[config.mk]
export PLATFORM = sky130hd
export DESIGN_NAME = add_seq
export DESIGN_NICKNAME = d
export VERILOG_FILES = /design/src/rtl/add_pkg.sv /design/src/rtl/add_slice.sv /design/src/rtl/add_seq.sv
export SDC_FILE = /design/constraint.sdc
export NUM_CORES = 1
export LEC_CHECK = 0
export BUFFER_PORTS_ARGS = -buffer_cell sky130_fd_sc_hd__buf_4
export CAP_MARGIN = 5
export CORE_ASPECT_RATIO = 1.1
export CORE_UTILIZATION = 45
export CTS_CLUSTER_SIZE = 24
export DETAILED_ROUTE_END_ITERATION = 10
export PLACE_DENSITY_LB_ADDON = 0.2
export SLEW_MARGIN = 0
export SYNTH_ARGS = -nofsm -noshare
export SYNTH_HDL_FRONTEND = slang
export SYNTH_HIERARCHICAL = 1
export SYNTH_SLANG_ARGS = --single-unit
[constraint.sdc]
create_clock -name clk -period 3.1 [get_ports clk]
set_input_delay 0.31 -clock clk [delete_from_list [all_inputs] [get_ports clk]]
set_output_delay 0.31 -clock clk [all_outputs]
set_load 0.01 [all_outputs]
[src/rtl/add_pkg.sv]
// Shared definitions for the slice-serial adder: FSM encoding, default geometry
// and the signed-overflow rule used on the final slice.
package add_pkg;

  localparam int DEFAULT_WIDTH = 6;
  localparam int DEFAULT_WORDS = 4;

  typedef enum logic [1:0] {
    ST_IDLE = 2'd0,
    ST_RUN  = 2'd1,
    ST_DONE = 2'd2
  } state_t;

  // Two same-signed operands whose sum flips sign have overflowed.
  function automatic logic signed_overflow(input logic a_msb,
                                           input logic b_msb,
                                           input logic s_msb);
    return (a_msb == b_msb) && (s_msb != a_msb);
  endfunction

endpackage

[src/rtl/add_slice.sv]
// One WIDTH-bit ripple slice with carry in/out; purely combinational and reused
// every cycle by add_seq.
module add_slice
  import add_pkg::*;
#(
  parameter int WIDTH = DEFAULT_WIDTH
) (
  input  logic [WIDTH-1:0] a,
  input  logic [WIDTH-1:0] b,
  input  logic             cin,
  output logic [WIDTH-1:0] s,
  output logic             cout
);

  assign {cout, s} = {1'b0, a} + {1'b0, b} + {{WIDTH{1'b0}}, cin};

endmodule

[src/rtl/add_seq.sv]
// Multi-cycle N-bit adder: operands are latched on start and summed one
// WIDTH-bit slice per cycle, LSB first, through a single add_slice.
module add_seq
  import add_pkg::*;
#(
  parameter int WIDTH = DEFAULT_WIDTH,
  parameter int WORDS = DEFAULT_WORDS
) (
  input  logic                   clk,
  input  logic                   rst,
  input  logic                   start,
  input  logic                   cin,
  input  logic [WIDTH*WORDS-1:0] a,
  input  logic [WIDTH*WORDS-1:0] b,
  output logic                   busy,
  output logic                   done,
  output logic [WIDTH*WORDS-1:0] sum,
  output logic                   cout,
  output logic                   overflow
);

  localparam int IDX_W = (WORDS > 1) ? $clog2(WORDS) : 1;
  localparam logic [IDX_W-1:0] LAST_IDX = IDX_W'(WORDS - 1);

  state_t state, state_nxt;

  // Operands and result viewed as arrays of slices so the slice index selects directly.
  logic [WORDS-1:0][WIDTH-1:0] a_r;
  logic [WORDS-1:0][WIDTH-1:0] b_r;
  logic [WORDS-1:0][WIDTH-1:0] sum_r;
  logic [IDX_W-1:0]            idx;
  logic                        carry;

  logic                        accept;
  logic                        last_slice;
  logic [WIDTH-1:0]            sl_a;
  logic [WIDTH-1:0]            sl_b;
  logic [WIDTH-1:0]            sl_s;
  logic                        sl_cout;

  // NOTE: sequential state uses non-blocking (<=) so every flop samples pre-edge values.
  always_ff @(posedge clk or posedge rst) begin
    if (rst) begin
      state <= ST_IDLE;
    end else begin
      state <= state_nxt;
    end
  end

  // NOTE: every output of this block gets a default first, otherwise paths that skip an assignment infer latches.
  always_comb begin
    state_nxt = state;
    accept    = 1'b0;
    busy      = 1'b0;
    done      = 1'b0;
    case (state)
      ST_IDLE: begin
        if (start) begin
          accept    = 1'b1;
          state_nxt = ST_RUN;
        end
      end
      ST_RUN: begin
        busy = 1'b1;
        if (last_slice) begin
          state_nxt = ST_DONE;
        end
      end
      ST_DONE: begin
        done      = 1'b1;
        state_nxt = ST_IDLE;
      end
      default: begin
        state_nxt = ST_IDLE;
      end
    endcase
  end

  assign last_slice = (idx == LAST_IDX);
  assign sl_a       = a_r[idx];
  assign sl_b       = b_r[idx];

  add_slice #(
    .WIDTH (WIDTH)
  ) u_slice (
    .a    (sl_a),
    .b    (sl_b),
    .cin  (carry),
    .s    (sl_s),
    .cout (sl_cout)
  );

  // cout/overflow are only rewritten on the final slice, so they hold the
  // previous result through IDLE and the early RUN cycles of the next add.
  always_ff @(posedge clk or posedge rst) begin
    if (rst) begin
      a_r      <= '0;
      b_r      <= '0;
      sum_r    <= '0;
      idx      <= '0;
      carry    <= 1'b0;
      cout     <= 1'b0;
      overflow <= 1'b0;
    end else if (accept) begin
      a_r   <= a;
      b_r   <= b;
      carry <= cin;
      idx   <= '0;
    end else if (state == ST_RUN) begin
      sum_r[idx] <= sl_s;
      carry      <= sl_cout;
      idx        <= idx + IDX_W'(1);
      if (last_slice) begin
        cout     <= sl_cout;
        overflow <= signed_overflow(a_r[WORDS-1][WIDTH-1],
                                    b_r[WORDS-1][WIDTH-1],
                                    sl_s[WIDTH-1]);
      end
    end
  end

  assign sum = sum_r;

endmodule

## After elaboration in Yosys (flattened, before gate mapping)

Cells that the tools add are included.

| cells by class | value |
|---|---|
| shift operators | 0 |
| div/mod/pow operators | 0 |
| reduce and logical (&&, ||, !) cells | 7 |
| add/sub/neg operators | 3 |
| muxes and demuxes | 18 |
| bitwise logic cells | 1 |
| $mul | 0 |
| magnitude comparators | 2 |
| eq/ne operators | 7 |

Operators with widths:

| cell | count |
|---|---|
| $bmux W6 S2 | 2 |
| $bwmux W24 | 1 |
| $mux W6 | 3 |
| $demux W6 S2 | 1 |
| $mux W2 | 4 |
| $add A6 B6 Y7 | 1 |
| $add A7 B1 Y7 | 1 |
| $mux W1 | 6 |
| $eq A2 B2 Y1 const B | 2 |
| $ne A2 B2 Y1 const B | 2 |
| $pmux W2 S2 | 1 |
| $reduce_and A2 Y1 | 2 |
| $lt A2 B3 Y1 const B | 1 |
| $reduce_and A3 Y1 | 1 |
| $add A2 B1 Y2 const B | 1 |
| $eq A2 B1 Y1 const B | 1 |
| $ge A2 B1 Y1 const B | 1 |
| $logic_and A1 B1 Y1 | 2 |
| $logic_not A2 Y1 | 1 |
| $reduce_bool A2 Y1 | 1 |
| $eq A1 B1 Y1 | 1 |
| $ne A1 B1 Y1 | 1 |
| $not A1 Y1 | 1 |

| storage, ports and cells | value |
|---|---|
| bits in latches | 0 |
| word-level logic and storage cells | 55 |
| bits in writable memories | 0 |
| output and inout port bits | 28 |
| memories | 0 |
| memory bits (read-only) | 0 |
| register bits | 79 |

## Depth between registers and ports, before layout

| logic depth | value |
|---|---|
| depth after elaboration | 6 |
| gate-level depth with buffers | 11 |

## Hierarchy

Netlist, hierarchy kept.

By module, submodules not included:

| module | sequential area each (sq um) | times used | cells each | area each (sq um) |
|---|---|---|---|---|
| add_seq | 1976.9 | 1 | 201 | 3326.9 |
| add_slice | 0.0 | 1 | 28 | 250.2 |

## Least setup slack after synthesis

Ideal clock, no wire load.

| timing path | value |
|---|---|
| path kind | reg2reg |
| from | reg idx[0] |
| to | reg cout |
| arrival | 2.742 ns |
| setup time | 0.125 ns |
| path buffers | 1 |
| path slack | 0.234 ns |
| cell stages (with the launch flop) | 11 |
| clock period less this slack | 2.866 ns |
| cell sequence | dfrtp_1 buf_4 mux4_2 fa_1 inv_1 fa_1 nor2b_4 o31a_2 o21ai_2 nand2b_1 mux2_2 |

| between the ends | value |
|---|---|
| cells in the longest elaborated chain, start to end | 4 |
| elaborated cells between the ends (all ways) | 8 |
| those cells by class | 2 x add/sub; 1 x eq/ne; 4 x mux; 1 x reduce/logical |

Ends and longest elaborated chain:

| what | line | source |
|---|---|---|
| start, declared | add_seq.sv:31 | `logic [IDX_W-1:0] idx;` |
| start signal, assigned | add_seq.sv:112 | `idx <= idx + IDX_W'(1);` |
| $bmux W6 S2 | add_seq.sv:81 | `assign sl_b = b_r[idx];` |
| $mux W6 (implied by the code) | add_seq.sv:81 |  |
| net sl_b[0] | add_seq.sv:37 | `logic [WIDTH-1:0] sl_b;` |
| $add A6 B6 Y7 | add_slice.sv:15 | `assign {cout, s} = {1'b0, a} + {1'b0, b} + {{WIDTH{1'b0}}, cin};` |
| $add A7 B1 Y7 | add_slice.sv:15 |  |
| net sl_cout | add_seq.sv:39 | `logic sl_cout;` |
| end signal, assigned | add_seq.sv:114 | `cout <= sl_cout;` |
| end, declared | add_seq.sv:18 | `output logic cout,` |

The timed path passes the listed nets, and every way through them passes these cells. The select of a mux whose other input is x is not followed.
A chain may end at the register's enable or synchronous reset.

## Worst setup path after layout

| timing path | value |
|---|---|
| from | reg idx[0] |
| to | reg overflow |

| between the ends | value |
|---|---|
| cells in the longest elaborated chain, start to end | 6 |
| elaborated cells between the ends (all ways) | 10 |
| those cells by class | 2 x add/sub; 2 x eq/ne; 4 x mux; 2 x reduce/logical |

Ends and longest elaborated chain:

| what | line | source |
|---|---|---|
| $bmux W6 S2 | add_seq.sv:81 |  |
| $mux W6 (implied by the code) | add_seq.sv:81 |  |
| net sl_b[2] | add_seq.sv:37 |  |
| $add A6 B6 Y7 | add_slice.sv:15 |  |
| $add A7 B1 Y7 | add_slice.sv:15 |  |
| net sl_s[5] | add_seq.sv:38 | `logic [WIDTH-1:0] sl_s;` |
| $ne A1 B1 Y1 | add_pkg.sv:18 | `return (a_msb == b_msb) && (s_msb != a_msb);` |
| $logic_and A1 B1 Y1 | add_pkg.sv:18 |  |
| end signal, assigned | add_seq.sv:115 | `overflow <= signed_overflow(a_r[WORDS-1][WIDTH-1],` |
| end, declared | add_seq.sv:19 | `output logic overflow` |

The timed path passes the listed nets, and every way through them passes these cells. The select of a mux whose other input is x is not followed.

==> out/summary.txt <==
Antenna violations before repair: 0
Inst Count DP: 411
Routed len/inst: 16.1 um
Antenna-violating nets left: 0
DPL Wire Length: 5.13 mm
Antenna cells: 0
Die Y: 95.5 um
Die W: 87.0 um
Mapped Cells: 229
Critical path cell sequence: buf_4 -> mux4_2 -> ha_1 -> o21ai_0 -> o21bai_1 -> a21oi_2 -> xnor2_1 -> and3b_1 -> a21oi_1 -> o21ai_0
First-pass iteration count of the detailed router: 4
Top cells by area, synth: dfrtp_1 (55%), mux2_1 (12%), mux2_2 (11%), mux4_2 (7.6%), ha_1 (3.1%)
Share of flip-flops with an asynchronous set or reset: 100%
Highest-delay cell along the critical path: mux4_2
Skew final: 0.00956 ns
Global route total overflow: 0
Via density: 5.10
Status: completed
Required time worst endpoint: 3.32 ns
Min cycle time layout: 2.78 ns
Die ar.: 8310 sq um
Largest net degree at the start of global routing: 65
Post-CTS setup buffer count: 0
Cts repair resizes: 0
Total CTS buffers: 9
Gpl congestion: 0.856
Flops & latches, synth: 79
DRC: 0
Vias in the first global route: 2291
RSZ-0062 raised after global routing: false
Worst slew pin tran: 1.07 ns
Placeable core area: 7560 sq um
Count of final max-slew check failures: 0
Final period util: 89.7%
Post-synthesis sequential area ratio: 55.3%
Max-Cap Viols: 0
Relative slew slack: 28.7%
Cell area after synthesis: 3580 sq um
Pwr Density: 1290 nW/um^2
Commonest cells post-synth: dfrtp_1 (79), mux2_1 (38), mux2_2 (36), mux4_2 (12)
Worst hold path type: in2reg
Slowest cell delay on critical path: 0.51 ns
Fin. Hold Viols: 0
Fraction of layout cells with a size suffix above 1: 49.4%
Mapped Nets: 292
Clock transition at path regs: 0.09 ns
Clk root buf: clkbuf_8
Most frequent cell after synthesis: dfrtp_1
Hold-fix buffers at CTS: 0
Syn-to-layout area delta: 26.9%
Port Buffers: 79
Crit start category: flip-flop
DRT Wirelength: 6.88 mm
Initial DRC Count: 82
Yosys top cell area share: 55.3%
Clock insertion delay at the later pin of the skew report: 0.35 ns
Distinct cells, synth: 33
First-pass GRT wire length: 11.2 mm
Initial core utilization: 47.3%
Post-synth top area cell: dfrtp_1
Worst vdd ir: 0.684 mV
Final Core Density: 60.1%
Setup violations, final: 0
CTS tree: yes
Hold Worst Slack: 0.169 ns
Syn Area/Cell: 15.6 sq um
Crit path DAT: 3.00 ns
Sum Neg Setup Slack: 0 ns
Fmax: 360 MHz
CTS H-tree depth: 3
EDFF count, synth: 0
Crit path kind: reg2reg
Cell repeated most along the worst path: o21ai_0
Crit end category: flip-flop
Pleak: 0.00204 uW
Ys flop type: dfrtp_1
Final Instance Count excl. Fillers: 427
Nets@finish: 380
Num ports: 80
# rows: 33
Vias: 2178
Ys Warns: 6
Clk sinks: 79
Final total power: 5860 uW
CP Max Fanout: 8
Max Buffers Root-to-Sink: 2
Total track usage: 18.5%
-- critical path: cells and delay by family (launching register included) --
kind	cells	cell delay (ns)
buffers and inverters	1	0.21
AOI/OAI and AO/OA	5	0.55
xor gates and xnor gates	1	0.38
and+or+nand+nor	1	0.23
DFF	1	0.39
muxes	1	0.51
adders and majority gates	1	0.36
-- cells by family (layout without fill, tap and decap cells) --
logic type	count (synthesis)	count (layout)	synth area share, %
flops	79	79	55.3
buf+inv	17	110	2.59
compound gates	19	19	3.64
mux	86	86	30.8
simple gates	14	14	2.66
xor+xnor	3	3	0.735
fa+ha+maj	11	11	4.27
-- stage by stage --
| stage | area, sq um | setup WS [ns] |
|---|---|---|
| floorplan | 3580 | 0.234 |
| global placement | 4310 | 0.404 |
| detailed placement | 4310 | 0.358 |
| CTS | 4540 | 0.316 |
| global route | 4540 | 0.0875 |
| finish | 4540 | 0.319 |
-- cell usage in the layout (no fill, tap or decap), drive strengths merged, types with 2 or more instances in the layout --
master	count
buf	85
o21ai	6
xnor2	3
a21oi	5
mux4	12
dfrtp	79
ha	9
mux2	74
clkinv	2
clkbuf	10
inv	9
bufinv	2
fa	2
nor2	3
clkinvlp	2
nor2b	3
nand2	4
-- layer usage --
metal / GRT usage, % / vias up / wire, um
met3: 4.42 / 7 / 283
met2: 31.8 / 63 / 3580
met1: 22.9 / 1102 / 2950
met5: 0 / - / 0
li1: - / 1006 / -
met4: 6.25 / 0 / 70
-- layout make-up --
class                      instances  area, sq um
tap                              105          131
fill                             630         3020
inverter                           9         35.0
clock inverter                     6         92.6
timing repair buffer              85          651
clock buffer                      10          138
sequential                        79         1980
multi-input combinational        133         1510
-- state kept, by name, indices dropped and copies added, names as in the netlist --
register  cells
a_r          24
b_r          24
carry         1
cout          1
idx           2
overflow      1
state         2
sum          24
-- power by group --
| part | switching [uW] | internal, uW |
|---|---|---|
| Combinational | 1480 | 1630 |
| Clock | 386 | 479 |
| Sequential | 314 | 1580 |
| Total | 2180 | 3690 |
-- worst paths after layout --
check	from	end	slack [ns]	depth (start not counted)
hold / removal	a[10]	a_r[10]	0.17	2
setup reg to reg	idx[0]	overflow	0.32	10
max in group asynchronous	rst	b_r[13]	2.16	3
min in group asynchronous	rst	a_r[20]	0.18	2
setup / recovery	idx[0]	overflow	0.32	10
hold reg to reg	a_r[4]	a_r[4]	0.49	1
Note: power is estimated with default switching activity, not from simulation.
